$ cat src/rtl/pe_types.sv
// Shared types for the pe_array controller: FSM state encoding and the
// bit layout of the control fields inside the pe_array input word.
package pe_types;

   typedef enum logic [2:0] {
      StIdle,
      StLoad,
      StStream,
      StFlush,
      StDrain,
      StDone
   } pe_state_e;

   localparam int unsigned ArrLoadBit  = 0;
   localparam int unsigned ArrFlushBit = 1;
   localparam int unsigned ArrAddrLsb  = 2;

endpackage

$ cat src/rtl/pe_ctrl_counter.sv
// Clearable up-counter with an equality compare against a run-time limit.
module pe_ctrl_counter #(
   parameter int unsigned Width = 8
) (
   input  logic             clk_i,
   input  logic             rst_ni,
   input  logic             clr_i,
   input  logic             en_i,
   input  logic [Width-1:0] limit_i,
   output logic [Width-1:0] count_o,
   output logic             last_o
);

   logic [Width-1:0] count_d, count_q;

   always_comb begin
      count_d = count_q;
      if (clr_i) begin
         count_d = '0;
      end else if (en_i) begin
         count_d = count_q + 1'b1;
      end
   end

   always_ff @(posedge clk_i or negedge rst_ni) begin
      if (!rst_ni) begin
         count_q <= '0;
      end else begin
         count_q <= count_d;
      end
   end

   assign count_o = count_q;
   assign last_o  = (count_q == limit_i);

endmodule

$ cat src/rtl/pe_array_ctrl.sv
// Job sequencer for the pe_array: loads filters, streams feature vectors,
// flushes the array and waits (bounded) for outstanding results.
module pe_array_ctrl
   import pe_types::*;
#(
   parameter int unsigned RAM_ADDR_WIDTH   = 9,
   parameter int unsigned VEC_CNT_WIDTH    = 16,
   parameter int unsigned NUM_FLUSH_CYCLES = 4,
   parameter int unsigned DRAIN_LATENCY    = 32
) (
   input  logic                      clock,
   input  logic                      resetn,
   input  logic                      cmd_valid,
   output logic                      cmd_ready,
   input  logic [RAM_ADDR_WIDTH-1:0] cmd_num_filters,
   input  logic [VEC_CNT_WIDTH-1:0]  cmd_num_vecs,
   input  logic                      src_valid,
   output logic                      src_ready,
   output logic                      arr_ivalid,
   output logic                      arr_load,
   output logic                      arr_flush,
   output logic [RAM_ADDR_WIDTH-1:0] arr_addr,
   input  logic                      arr_ovalid,
   output logic                      busy,
   output logic                      done,
   output logic                      timeout
);

   localparam int unsigned FlushW = $clog2(NUM_FLUSH_CYCLES + 1);
   localparam int unsigned DrainW = $clog2(DRAIN_LATENCY + 1);
   localparam int unsigned WordW  = RAM_ADDR_WIDTH + ArrAddrLsb;

   pe_state_e                 state_d, state_q;
   logic [RAM_ADDR_WIDTH-1:0] num_filters_d, num_filters_q;
   logic [VEC_CNT_WIDTH-1:0]  num_vecs_d, num_vecs_q;
   logic [VEC_CNT_WIDTH:0]    pending_d, pending_q;
   logic                      timeout_d, timeout_q;
   logic [WordW-1:0]          ctrl_word;
   logic                      cmd_fire, stream_beat, pend_dec;
   logic [RAM_ADDR_WIDTH-1:0] load_cnt;
   logic [VEC_CNT_WIDTH-1:0]  vec_cnt;
   logic [FlushW-1:0]         flush_cnt;
   logic [DrainW-1:0]         drain_cnt;
   logic                      load_last, vec_last, flush_last, drain_last;
   logic                      unused_cnt;

   assign cmd_fire    = (state_q == StIdle) && cmd_valid && resetn;
   assign stream_beat = (state_q == StStream) && src_valid;
   // A result arriving with a new beat cancels it out even when nothing is outstanding.
   assign pend_dec    = arr_ovalid && ((pending_q != '0) || stream_beat);

   always_comb begin
      state_d       = state_q;
      num_filters_d = num_filters_q;
      num_vecs_d    = num_vecs_q;
      timeout_d     = timeout_q;
      cmd_ready     = 1'b0;
      src_ready     = 1'b0;
      arr_ivalid    = 1'b0;
      ctrl_word     = '0;
      busy          = 1'b1;
      done          = 1'b0;
      unique case (state_q)
         StIdle: begin
            busy      = 1'b0;
            cmd_ready = resetn;
            if (cmd_fire) begin
               num_filters_d = cmd_num_filters;
               num_vecs_d    = cmd_num_vecs;
               timeout_d     = 1'b0;
               if (cmd_num_filters != '0) begin
                  state_d = StLoad;
               end else if (cmd_num_vecs != '0) begin
                  state_d = StStream;
               end else begin
                  state_d = StFlush;
               end
            end
         end
         StLoad: begin
            src_ready                                = 1'b1;
            arr_ivalid                               = src_valid;
            ctrl_word[ArrLoadBit]                    = 1'b1;
            ctrl_word[ArrAddrLsb +: RAM_ADDR_WIDTH] = load_cnt;
            if (src_valid && load_last) begin
               state_d = (num_vecs_q != '0) ? StStream : StFlush;
            end
         end
         StStream: begin
            src_ready  = 1'b1;
            arr_ivalid = src_valid;
            if (src_valid && vec_last) begin
               state_d = StFlush;
            end
         end
         StFlush: begin
            arr_ivalid             = 1'b1;
            ctrl_word[ArrFlushBit] = 1'b1;
            if (flush_last) begin
               state_d = StDrain;
            end
         end
         StDrain: begin
            if (pending_q == '0) begin
               state_d = StDone;
            end else if (drain_last) begin
               timeout_d = 1'b1;
               state_d   = StDone;
            end
         end
         StDone: begin
            done    = 1'b1;
            state_d = StIdle;
         end
         default: state_d = StIdle;
      endcase
   end

   always_comb begin
      pending_d = pending_q;
      if (stream_beat && !pend_dec) begin
         pending_d = pending_q + 1'b1;
      end else if (!stream_beat && pend_dec) begin
         pending_d = pending_q - 1'b1;
      end
   end

   always_ff @(posedge clock or negedge resetn) begin
      if (!resetn) begin
         state_q       <= StIdle;
         num_filters_q <= '0;
         num_vecs_q    <= '0;
         pending_q     <= '0;
         timeout_q     <= 1'b0;
      end else begin
         state_q       <= state_d;
         num_filters_q <= num_filters_d;
         num_vecs_q    <= num_vecs_d;
         pending_q     <= pending_d;
         timeout_q     <= timeout_d;
      end
   end

   pe_ctrl_counter #(.Width(RAM_ADDR_WIDTH)) u_load_cnt (
      .clk_i   (clock),
      .rst_ni  (resetn),
      .clr_i   (cmd_fire),
      .en_i    ((state_q == StLoad) && src_valid),
      .limit_i (num_filters_q - 1'b1),
      .count_o (load_cnt),
      .last_o  (load_last)
   );

   pe_ctrl_counter #(.Width(VEC_CNT_WIDTH)) u_vec_cnt (
      .clk_i   (clock),
      .rst_ni  (resetn),
      .clr_i   (cmd_fire),
      .en_i    (stream_beat),
      .limit_i (num_vecs_q - 1'b1),
      .count_o (vec_cnt),
      .last_o  (vec_last)
   );

   pe_ctrl_counter #(.Width(FlushW)) u_flush_cnt (
      .clk_i   (clock),
      .rst_ni  (resetn),
      .clr_i   (cmd_fire),
      .en_i    (state_q == StFlush),
      .limit_i (FlushW'(NUM_FLUSH_CYCLES - 1)),
      .count_o (flush_cnt),
      .last_o  (flush_last)
   );

   pe_ctrl_counter #(.Width(DrainW)) u_drain_cnt (
      .clk_i   (clock),
      .rst_ni  (resetn),
      .clr_i   (cmd_fire),
      .en_i    (state_q == StDrain),
      .limit_i (DrainW'(DRAIN_LATENCY - 1)),
      .count_o (drain_cnt),
      .last_o  (drain_last)
   );

   // Only the compare outputs of these counters are needed.
   assign unused_cnt = ^{vec_cnt, flush_cnt, drain_cnt};

   assign arr_load  = ctrl_word[ArrLoadBit];
   assign arr_flush = ctrl_word[ArrFlushBit];
   assign arr_addr  = ctrl_word[ArrAddrLsb +: RAM_ADDR_WIDTH];
   assign timeout   = timeout_q;

endmodule

$ cat config.mk
export PLATFORM = sky130hd
export DESIGN_NAME = pe_array_ctrl
export DESIGN_NICKNAME = d
export VERILOG_FILES = /design/src/rtl/pe_types.sv /design/src/rtl/pe_ctrl_counter.sv /design/src/rtl/pe_array_ctrl.sv
export SDC_FILE = /design/constraint.sdc
export NUM_CORES = 1
export LEC_CHECK = 0
export CAP_MARGIN = 25
export CORE_ASPECT_RATIO = 0.6
export CORE_MARGIN = 2
export CORE_UTILIZATION = 35
export CTS_BUF_LIST = sky130_fd_sc_hd__clkbuf_8
export DETAILED_ROUTE_END_ITERATION = 7
export SETUP_SLACK_MARGIN = 0.15
export SYNTH_ARGS = -nofsm -noshare
export SYNTH_HDL_FRONTEND = slang
export SYNTH_SLANG_ARGS = --single-unit
$ cat constraint.sdc
create_clock -name clock -period 5.6 [get_ports clock]
set_clock_uncertainty 0.2 [all_clocks]
set_input_delay 1.12 -clock clock [delete_from_list [all_inputs] [get_ports clock]]
set_output_delay 1.12 -clock clock [all_outputs]
set_load 0.005 [all_outputs]
After elaboration in Yosys (flattened, before gate mapping):

Cells that the tools add are included.

* register bits: 80
* bits of input ports: 30
* logic and storage cells: 93

* $add $sub $neg: 8
* equality and inequality tests: 16
* multiplexer cells: 32
* reductions and logical operators: 28

Operators with widths (number)
* $mux 17: 2
* $mux 16: 2
* $reduce_bool 16->1: 2
* $mux 9: 3
* $mux 3: 8
* $add 17x1->17 const B: 1
* $logic_not 17->1: 1
* $reduce_bool 17->1: 1
* $sub 17x1->17 const B: 1
* $add 16x1->16 const B: 1
* $eq 16x16->1: 1
* $sub 16x1->16 const B: 1
* $pmux 3 s5: 1
* $mux 6: 2
* $reduce_bool 2->1: 6
* $mux 1: 11
* $ne 2x2->1 const B: 5
* $add 9x1->9 const B: 1
* $eq 3x2->1 const B: 3
* $eq 9x9->1: 1
* $logic_and 1x1->1: 9
* $reduce_bool 9->1: 1
* $sub 9x1->9 const B: 1
* $add 6x1->6 const B: 1
* other kinds (15): 18

Logic depth before layout (Yosys ltp):

Gate-level depths: netlist of run 1.

* depth after elaboration: 7
* depth in mapped cells: 14
* gate-level depth less buffers: 14

By module:

A second synthesis of run 1 with hierarchy kept.

* cell total of the unflattened synthesis: 615
* area, all modules: 5411.4 um^2

By module, submodules not included
* pe_array_ctrl: times used 1, cells an instance 409, area each 3334.4 um^2, seq. area each 1151.1 um^2
* pe_ctrl_counter (u_vec_cnt): times used 1, cells an instance 104, area each 1024.7 um^2, seq. area each 400.4 um^2
* pe_ctrl_counter (u_load_cnt): times used 1, cells an instance 55, area each 543.0 um^2, seq. area each 225.2 um^2
* pe_ctrl_counter (u_drain_cnt): times used 1, cells an instance 32, area each 332.8 um^2, seq. area each 150.1 um^2
* pe_ctrl_counter (u_flush_cnt): times used 1, cells an instance 15, area each 176.4 um^2, seq. area each 75.1 um^2

Worst setup path after synthesis of run 1:

No wires, ideal clock.

* path kind: input-to-reg
* from: input src_valid
* to: register pending_q[15]
* library setup time: 0.124 ns
* arrival: 3.860 ns
* slack: 1.416 ns
* stages on the path: 13
* buffers on the path: 1
* path through: nor4bb_1 buf_2 o21ai_0 ha_1 inv_1 ha_1 a21o_1 a211oi_1 o21ai_1 a311oi_1 o21a_1 nor3_1 o31a_1

* longest elaborated chain between the ends: 6
* elaborated cells on any way between the ends: 9
* classes of those cells: 1 x mux; 8 x reduce/logical

Ends and longest elaborated chain
* start: declaration: line pe_array_ctrl.sv:17 `input logic src_valid,`
* $logic_and 1x1->1 *: line pe_array_ctrl.sv:48 `assign stream_beat = (state_q == StStream) && src_valid;`
* $logic_or 1x1->1: line pe_array_ctrl.sv:50 `assign pend_dec = arr_ovalid && ((pending_q != '0) || stream_beat);`
* $logic_and 1x1->1: line pe_array_ctrl.sv:50
* $logic_not 1->1: line pe_array_ctrl.sv:121 `if (stream_beat && !pend_dec) begin`
* $logic_and 1x1->1: line pe_array_ctrl.sv:121
* $mux 17 / $reduce_bool 2->1 (equally long branches)
* end signal: assignment: line pe_array_ctrl.sv:139 `pending_q <= pending_d;`
* end: declaration: line pe_array_ctrl.sv:36 `logic [VEC_CNT_WIDTH:0] pending_d, pending_q;`

Mark *: on every way between the ends. The rest lies on a longest branch, timed or not.
A chain may end at the register's enable or synchronous reset.

Final worst setup path of run 1:

* from: input src_valid
* to: register pending_q[14]

Same word-level chain as after synthesis.

==> metrics.md, run 1 <==
| Metric | Value |
|---|---|
| Aggregate routed wire length | `11.9 mm` |
| Number of enable flip-flop cells after synthesis | `0` |
| GRT Util Overall | `0.158` |
| Xor and xnor area share after synthesis | `0.114` |
| Fin worst setup slack | `0.767 ns` |
| Number of buffer and inverter stages on the critical path | `3` |
| Max Cap Violations | `0` |
| Max rail drop VDD | `0.000181 V` |
| Type of element launching the critical path | `input pin` |
| Starting density of the core | `0.364` |
| Number of violations reported at the end of detailed-routing iteration 0 | `265` |
| Setup Slack @ Placement | `0.435 ns` |
| Outcome | `finished clean` |
| Share of the yosys chip area belonging to registers | `0.395` |
| Dominant combinational cell family by area after synthesis | `simple AND/OR/NAND/NOR gates` |
| Cell chosen for the clock root | `clkbuf_8` |
| CTS sink count | `80` |
| Core Footprint | `13900 µm²` |
| Number of top-level pins | `47` |
| Aggregate global routing overflow | `0` |
| Global-route wire length before repair | `19.9 mm` |
| Share of synthesized flip-flops with an asynchronous set or reset | `1.00` |
| Remaining max-slew budget at the tightest pin | `0.384` |
| Detailed Place HPWL | `8.80 mm` |
| Final Hold Fails | `0` |
| Startpoint of the lowest-slack hold path | `pending_q[16]$_DFFE_PN0P_` |
| Count of unique library cells instantiated by Yosys | `64` |
| Routability Congestion | `0.853` |
| Area of the die | `15500 µm²` |
| Terminating pin of the worst hold path | `pending_q[16]$_DFFE_PN0P_` |
| Required time at the worst-slack endpoint | `5.67 ns` |
| Final period util | `0.863` |
| Fraction of power spent switching nets | `0.433` |
| Final routed DRC violation total | `0` |
| Clock network power share | `0.137` |
| Worst reg2reg path startpoint | `pending_q[0]$_DFFE_PN0P_` |
| Share of the synthesized area in the top cell type | `0.395` |
| Sequential power share | `0.359` |
| Post-synthesis sequential element count | `80` |
| Post-CTS setup buffers | `0` |
| Number of iterations in the first detailed-routing pass | `4` |
| Cell-internal power | `0.00174 W` |
| Cell family with most CP delay | `compound AO/OA/AOI/OAI gates` |
| Number of cells on the worst hold path | `1` |
| Unrepaired setup endpoints after global routing | `false` |
| Vias in the first global route | `3840` |
| Number of instances in the synthesized netlist | `534` |
| Sequential cell area | `2000 µm²` |
| Number of routed nets with antenna violations | `0` |
| Total placed instance area | `5710 µm²` |
| Post-synthesis average cell area | `9.49 µm²` |
| Floorplan die width | `159 µm` |
| Complex-gate fraction of the synthesized area | `0.126` |
| Cts repair resizes | `0` |
| Number of vias after detailed routing | `4055` |
| Mux contribution to synthesized area | `0.0568` |
| NumNets Final | `634` |
| Die H | `97.2 µm` |
| Initial antenna violation count | `0` |
| Combinational Power Share | `0.504` |
| Slowest stage cell, crit path | `clkdlybuf4s50_1` |
| Number of cell rows | `33` |
| CP max FO | `10` |
| TritonCTS Buffers | `9` |
| Crit Reg-Reg Endpoint | `pending_q[14]$_DFFE_PN0P_` |
| Final setup TNS | `0 ns` |
| Synthesized netlist net count | `589` |
| Largest area contributor in the synthesized netlist | `dfrtp_1` |
| Crit path DAT | `4.90 ns` |
| Crit path largest cell delay | `0.63 ns` |
| Port buffer count | `46` |
| Post-CTS Hold Buffers | `0` |
| Clock insertion delay at the later pin of the skew report | `0.36 ns` |
| Clock slew seen by the registers of the worst setup and hold paths | `0.08 ns` |
| Count of synthesis-stage warnings from yosys | `0` |
| Maximum root-to-sink buffer count | `2` |
| Number of cells on the worst reg-to-reg path | `15` |
| Commonest cells post-synth | `dfrtp_1 (80), nor2_1 (60), nand2_1 (38)` |
| Fmax | `207 MHz` |
| Final routed wire length divided by cell count | `15.4 µm` |
| Psw | `0.00132 W` |
| Worst-case register-to-register setup slack | `1.17 ns` |
| Combined area of all synthesized cells | `5070 µm²` |
| Vias/cell | `5.23` |
| Post-synthesis adder-cell area fraction | `0.0632` |
| Power after layout | `0.00306 W` |
| Power per standard cell area | `516 nW/µm²` |
| Kind of end point of the critical path | `flip-flop` |
| Final number of max-transition violations | `0` |
| Layout filler cell count | `1341` |
| Largest net degree at the start of global routing | `81` |
| Reported leakage power | `2.44 nW` |
| Setup-failing EPs final | `0` |
| Max H-tree Level | `3` |
| Start-to-end type of the worst setup path | `in -> reg` |
| Multi-input logic area | `2940 µm²` |
| Cell-by-cell trace of the critical path | `clkdlybuf4s50_1 -> nor4bb_1 -> o21ai_0 -> ha_1 -> inv_1 -> buf_4 -> ha_1 -> a211oi_1 -> o21bai_1 -> a21oi_1 -> a21boi_1 -> o21a_1 -> o21a_1 -> o31ai_1` |
| Min-delay worst type | `reg -> reg` |
| Area growth syn-to-layout | `17.1%` |
| Cell types with the largest area share after synthesis | `dfrtp_1 (40%), xor2_1 (6.4%), ha_1 (5.9%)` |
| Share of layout cells above drive strength 1 | `0.0908` |
| Leading register cell type out of synthesis | `dfrtp_1` |
| Time the worst path needs with I/O delays and setup | `4.83 ns` |
| Number of antenna diodes | `0` |
| CTS tree | `yes` |
| Area fraction in and, or, nand and nor cells after synthesis | `0.219` |
| Slew at the pin with the worst max-slew slack | `0.924 ns` |
| Final instance area | `5930 µm²` |
| Cell with the most instances after synthesis | `dfrtp_1` |
## per-layer routing
metal,global-route usage,vias up,wire (µm)
met2,0.211,82,4730
li1,-,2010,-
met4,0.0315,0,63
met1,0.252,1954,6580
met5,0,-,0
met3,0.0384,9,557
## sequential cells by signal, summed over array words and instances (netlist names)
signal,flops
pending_q,17
num_vecs_q,16
u_vec_cnt.count_o,16
num_filters_q,9
u_load_cnt.count_o,9
u_drain_cnt.count_o,6
state_q,3
u_flush_cnt.count_o,3
timeout,1
## how the worst max path moves through the flow
stage / from / to / slack [ns] / cells after the start
3_5_place_dp: src_valid / pending_q[14]$_DFFE_PN0P_ / 0.44 / 14
5_1_grt: src_valid / pending_q[14]$_DFFE_PN0P_ / 0.55 / 14
6_report: src_valid / pending_q[14]$_DFFE_PN0P_ / 0.77 / 14
4_1_cts: src_valid / pending_q[14]$_DFFE_PN0P_ / 0.85 / 14
3_3_place_gp: src_valid / pending_q[15]$_DFFE_PN0P_ / 0.60 / 13
2_1_floorplan: src_valid / pending_q[15]$_DFFE_PN0P_ / 1.42 / 13
## layout by cell type, fill, tap and decap left out, types with 6 or more instances in the layout
master and instances:
clkbuf_8 9, ha_1 24, and2_1 16, a211oi_1 10
buf_4 6, nand4_1 16, nor2_1 60, xor2_1 37
nand3_1 10, nor4_1 12, clkdlybuf4s50_1 45, dfrtp_1 80
a31oi_1 9, mux2_2 22, o21a_1 6, o21ai_0 28
nor3_1 16, xnor2_1 29, nand2_1 38, inv_1 13
a21oi_1 15
## metrics by stage
stage / std cells / hold WS, ns / util
after global placement: 759 / 0.281 / 0.411
after detailed placement: 759 / 0.278 / 0.411
after global routing: 776 / 0.313 / 0.426
after CTS: 775 / 0.293 / 0.424
final: 776 / 0.291 / 0.426
after floorplan: 534 / 0.243 / -
## power groups by stage
stage	Clock, W	Combinational (W)	Sequential (W)
2_1_floorplan	0	0.00121	0.000989
3_3_place_gp	0	0.00148	0.00109
3_5_place_dp	0	0.00152	0.00110
4_1_cts	0.000432	0.00153	0.00109
5_1_grt	0.000458	0.00173	0.00114
6_report	0.000419	0.00154	0.00110
## cells by family (layout without fill, tap and decap cells)
family / Yosys count / after routing
AND/OR/NAND/NOR: 209 / 209
AO/OA/AOI/OAI: 99 / 99
flip-flops: 80 / 80
XOR/XNOR: 66 / 66
buffers and inverters: 29 / 79
multiplexers: 26 / 26
adder cells (fa/ha/maj): 25 / 25
## cell type report
type / instances / share of cell area
Clock buffer: 9 / 0.0209
Clock inverter: 7 / 0.0110
Inverter: 11 / 0.00696
Multi-Input combinational cell: 425 / 0.495
Sequential cell: 80 / 0.338
Tap cell: 192 / 0.0405
Timing Repair Buffer: 52 / 0.0882
Note: power is estimated with default switching activity, not from simulation.
==> inputs of run 2 (changes only) <==
--- a/config.mk
+++ b/config.mk
@@ -9,7 +9,7 @@
 export CORE_ASPECT_RATIO = 0.6
 export CORE_MARGIN = 2
 export CORE_UTILIZATION = 35
-export CTS_BUF_LIST = sky130_fd_sc_hd__clkbuf_8
+export CTS_BUF_LIST = sky130_fd_sc_hd__clkbuf_4
 export DETAILED_ROUTE_END_ITERATION = 7
 export SETUP_SLACK_MARGIN = 0.15
 export SYNTH_ARGS = -nofsm -noshare
==> metrics.md, run 2 (synthesis results as in run 1) <==
| Metric | Value |
|---|---|
| Cts repair resizes | `0 (unchanged)` |
| Crit path largest cell delay | `0.63 ns (about the same)` |
| Required time at the worst-slack endpoint | `5.76 ns (+0.09 ns)` |
| Area of the die | `15500 µm² (unchanged)` |
| Setup-failing EPs final | `0 (unchanged)` |
| Post-CTS Hold Buffers | `0 (unchanged)` |
| Setup Slack @ Placement | `0.435 ns (unchanged)` |
| NumNets Final | `634 (unchanged)` |
| Power per standard cell area | `509 nW/µm² (-1.3%)` |
| Min-delay worst type | `reg -> reg` |
| Time the worst path needs with I/O delays and setup | `4.73 ns (-0.101 ns)` |
| Max H-tree Level | `3 (unchanged)` |
| Kind of end point of the critical path | `flip-flop` |
| Number of buffer and inverter stages on the critical path | `3 (unchanged)` |
| Max Cap Violations | `0 (unchanged)` |
| Floorplan die width | `159 µm (unchanged)` |
| Outcome | `finished clean` |
| Final routed DRC violation total | `0 (unchanged)` |
| Clock slew seen by the registers of the worst setup and hold paths | `0.13 ns (+0.05 ns)` |
| TritonCTS Buffers | `9 (unchanged)` |
| CP max FO | `10 (unchanged)` |
| Aggregate routed wire length | `11.9 mm (-0.40%)` |
| Slowest stage cell, crit path | `clkdlybuf4s50_1` |
| Number of vias after detailed routing | `4036 (-0.47%)` |
| Vias in the first global route | `3812 (-0.73%)` |
| Vias/cell | `5.20 (-0.47%)` |
| Number of top-level pins | `47 (unchanged)` |
| Layout filler cell count | `1343 (+0.15%)` |
| Fmax | `211 MHz (+2.1%)` |
| Crit path DAT | `4.89 ns (about the same)` |
| Final Hold Fails | `0 (unchanged)` |
| Post-CTS setup buffers | `0 (unchanged)` |
| Fin worst setup slack | `0.868 ns (+0.101 ns)` |
| Area growth syn-to-layout | `16.1%` |
| Number of routed nets with antenna violations | `0 (unchanged)` |
| Cell family with most CP delay | `compound AO/OA/AOI/OAI gates` |
| Routability Congestion | `0.853 (unchanged)` |
| Final period util | `0.845 (-0.0181)` |
| Detailed Place HPWL | `8.80 mm (unchanged)` |
| Commonest cells after routing, fill and taps aside | `dfrtp_1 (80), nor2_1 (60), clkdlybuf4s50_1 (45)` |
| Global-route wire length before repair | `19.8 mm (about the same)` |
| Total placed instance area | `5710 µm² (unchanged)` |
| Unrepaired setup endpoints after global routing | `false` |
| Share of layout cells above drive strength 1 | `0.0942 (+0.00342)` |
| Type of element launching the critical path | `input pin` |
| Final routed wire length divided by cell count | `15.3 µm (-0.40%)` |
| Commonest non-fill, non-tap cell in the layout | `dfrtp_1` |
| Cell chosen for the clock root | `clkbuf_4` |
| Number of violations reported at the end of detailed-routing iteration 0 | `344 (+30%)` |
| Number of cell rows | `33 (unchanged)` |
| Reported leakage power | `2.42 nW (-1.0%)` |
| Flip-flop count of the largest register after layout | `17 (unchanged)` |
| Max rail drop VDD | `0.000182 V (+0.98%)` |
| Slew at the pin with the worst max-slew slack | `0.924 ns (-0.000200 ns)` |
| Largest net degree at the start of global routing | `81 (unchanged)` |
| Biggest register | `pending_q` |
| Die H | `97.2 µm (unchanged)` |
| Starting density of the core | `0.364 (unchanged)` |
| Start-to-end type of the worst setup path | `in -> reg` |
| GRT Util Overall | `0.158 (about the same)` |
| Remaining max-slew budget at the tightest pin | `0.384 (about the same)` |
| CTS sink count | `80 (unchanged)` |
| Final instance area | `5880 µm² (-0.82%)` |
| Final number of max-transition violations | `0 (unchanged)` |
| Final setup TNS | `0 ns (unchanged)` |
| Number of iterations in the first detailed-routing pass | `5 (+1)` |
| Number of antenna diodes | `0 (unchanged)` |
| Maximum root-to-sink buffer count | `2 (unchanged)` |
| Aggregate global routing overflow | `0 (unchanged)` |
| Clock insertion delay at the later pin of the skew report | `0.44 ns (+0.08 ns)` |
| Port buffer count | `46 (unchanged)` |
| CTS tree | `yes` |
| Core Footprint | `13900 µm² (unchanged)` |
| Cell-by-cell trace of the critical path | `clkdlybuf4s50_1 -> nor4bb_1 -> o21ai_0 -> ha_1 -> inv_1 -> buf_4 -> ha_1 -> a211oi_1 -> o21bai_1 -> a21oi_1 -> a21boi_1 -> o21a_1 -> o21a_1 -> o31ai_1` |
| Initial antenna violation count | `0 (unchanged)` |
==> run 2: layer usage <==
metal	up-vias	GRT usage	wire length (µm)
met3	8	0.0410	761
li1	2010	-	-
met1	1924	0.252	6430
met2	94	0.209	4630
met4	0	0.0294	63
met5	-	0	0
==> run 2: final timing paths <==
kind                                      startpoint                           endpoint  slack (ns)  cells after the start
max in group asynchronous                     resetn   u_vec_cnt.count_o[9]$_DFFE_PN0P_        4.16                      3
min                        pending_q[16]$_DFFE_PN0P_          pending_q[16]$_DFFE_PN0P_        0.30                      1
min in group asynchronous                     resetn  u_load_cnt.count_o[1]$_DFFE_PN0P_        0.44                      2
max                                        src_valid          pending_q[14]$_DFFE_PN0P_        0.87                     14
min reg2reg                pending_q[16]$_DFFE_PN0P_          pending_q[16]$_DFFE_PN0P_        0.30                      1
max reg2reg                 pending_q[0]$_DFFE_PN0P_          pending_q[14]$_DFFE_PN0P_        1.17                     15
==> run 2: power by group <==
group          switching [W]  internal [W]  leakage, nW  total, W
clock               0.000210      0.000145       0.0691  0.000355
sequential          0.000302      0.000794         1.02   0.00110
combinational       0.000806      0.000738         1.33   0.00154
total                0.00132       0.00168         2.42   0.00299
==> run 2: cell type report <==
class | count | area [µm²] | share of cell area
clock buffer | 11 | 82.6 | 0.0140
clock inverter | 5 | 57.6 | 0.00979
inverter | 11 | 41.3 | 0.00702
multi-input combinational | 425 | 2940 | 0.499
sequential | 80 | 2000 | 0.340
tap | 192 | 240 | 0.0408
timing repair buffer | 52 | 523 | 0.0889
==> run 2: stage by stage <==
step                      utilization  power, W  instances  hold WS [ns]
after CTS                       0.421   0.00299        775         0.299
after global routing            0.423   0.00326        776         0.320
after global placement          0.411   0.00257        759         0.281
after detailed placement        0.411   0.00262        759         0.278
final                           0.423   0.00299        776         0.296
after floorplan                     -   0.00220        534         0.243
==> patch (settings of run 2) <==
Put one more register stage on the output `timeout`. The value now appears one clock later. The other outputs are not delayed to match.
--- a/src/rtl/pe_array_ctrl.sv
+++ b/src/rtl/pe_array_ctrl.sv
@@ -187,7 +187,9 @@
    assign arr_load  = ctrl_word[ArrLoadBit];
    assign arr_flush = ctrl_word[ArrFlushBit];
    assign arr_addr  = ctrl_word[ArrAddrLsb +: RAM_ADDR_WIDTH];
-   assign timeout   = timeout_q;
+   always_ff @(posedge clock) begin
+      timeout <= timeout_q;
+   end
 
 endmodule
 
Formal check against the unedited RTL: same outputs for any inputs over 10 cycles, from zero or initial values and one cycle with resetn low; that may be too few to reach the edited logic, so the function may still have changed.
==> patch against run 2 <==
- critical path depth shrank 1
- power shrank 1.3%
- synthesized cell count grew 0.19%
- design area shrank 0.30%
- highest routed layer unchanged
- synthesized area grew 0.40%
- wire length grew 1.3%
- sequential cell count grew 1
- largest cell class unchanged
- setup slack gained 43 ps
==> patch: results (changes against run 2) <==
----------------------------------------------------
[Yosys]
  Cells after synthesis ... 535 (+0.19%)
  Multiplexer fraction of the synthesized cell area ... 0.05658 (-0.0002236)
  Share of the synthesized netlist area taken by xor and xnor gates ... 0.1137 (-0.0004491)
  Cell types with the largest area share after synthesis ... dfrtp_1 39%, xor2_1 6.4%, ha_1 5.9%
  Register bit total from synthesis ... 81 (+1.3%)
  Number of distinct library cells after synthesis ... 65 (+1.6%)
  Register area share after synthesis ... 0.3975 (+0.002381)
  Post-synthesis adder-cell area fraction ... 0.06298 (-0.0002489)
  Share of the synthesized area in compound gates (AO/OA/AOI/OAI) ... 0.1252 (-0.0004948)
  FFs w/ async S/R, synth ... 0.9877 (-0.01235)
  Net Count, Synth ... 590 (+0.17%)

[Global routing]
  Via count of the first global-routing pass ... 4056 (+6.4%)
  Largest net degree at the start of global routing ... 67 (-17%)
  Global routing met2 resource utilization ... 0.2388 (+0.02973)
  GRT met3 Usage ... 0.04012 (-0.0008536)
  GRT Resource Usage Total ... 0.1625 (+0.004599)
  Fraction of met1 tracks used by global routing ... 0.2398 (-0.01265)

[Routing]
  Via count ... 4091 (+1.4%)
  Length of the first detailed-routing pass in iterations ... 4 (-1)
  Iter 0 DRT Violations ... 220 (-36%)
  DR WL/cell ... 15.40 um (+0.48%)

[Clock network]
  Depth of the CTS H-tree ... 3 (unchanged)
  Number of gates given a new drive strength after cts ... 0 (unchanged)
  Clock edge transition at the registers on the reported setup and hold paths ... 150 ps (+20 ps)

[Setup path]
  Largest fanout on the critical path ... 16 (+6)
  Worst R2R Setup Slack ... 1210 ps (+40 ps)
  Slowest stage cell on the critical path ... clkdlybuf4s50_1

[Power and ir drop]
  Static leakage power ... 2.409 nW (-0.38%)
  Worst supply voltage drop on vdd ... 0.2305 mV (+26%)
  Pint ... 1.631 mW (-2.8%)
  Clk pwr ... 0.325 mW (-8.5%)
  Sequential cell fraction of total power ... 0.377 (+0.011)

[Final layout]
  Filler cell count in the final layout ... 1407 (+4.8%)
  Buffer share of cell area ... 0.08449 (-0.004428)
  Proportion of cell area occupied by multi-input gates ... 0.5005 (+0.001491)
  Share of post-route cells with drive strength above 1 ... 0.09075 (-0.003425)
  Register fraction of the total cell area ... 0.3448 (+0.004431)
  Non-clock buffer instance count of the final layout ... 51 (-1.9%)
  Clock tree cell share of total cell area ... 0.02091 (-0.002916)
  Inverters ... 11 (unchanged)

[Placed design]
  HPWL after detailed placement ... 8.840 mm (+0.50%)
  Worst slack at placement ... 429.8 ps (-5.189 ps)
  Total instance count after detailed placement ... 766 (+0.92%)
  Final RePlAce weighted congestion ... 0.8397 (-1.6%)

[Outcome]
  Status ... completed

[Timing]
  Rel. slew slack ... 0.4181 (+0.03379)
  Crit share post-route ... 0.8373 (-0.007662)

----------------------------------------------------
## patch: worst register-to-register path: stages (launching register included)
cell      delay [ps]
dfrtp_1          460
nor4_1           370
nand4_1          150
or4_1            520
o21ai_0          210
ha_1             200
inv_1             60
buf_4            200
fa_1             430
a211oi_1         370
o21ai_1          200
a31oi_1          330
nor2b_1           80
o21a_1           170
o31ai_1          220
o21ai_1           90
## patch: metal layers
metal	share of wire	vias up
met1	0.53	1985
li1	-	2010
met3	0.048	11
met4	0.0089	0
met2	0.42	85
met5	0	-
## patch: final timing paths
check / startpoint / end / depth (start not counted)
max: src_valid / pending_q[15] / 13
min: timeout_q / timeout / 0
max reg2reg: pending_q[0] / pending_q[10] / 15
min reg2reg: timeout_q / timeout / 0
max in group asynchronous: resetn / timeout_q / 2
min in group asynchronous: resetn / num_vecs_q[10] / 1
## patch: through the flow
stage,cell area (um^2),hold WS [ps]
final,5864,208.9
after global routing,5864,221.8
after CTS,5864,212.3
after detailed placement,5742,194.0
after global placement,5742,209.0
after floorplan,5086,147.6
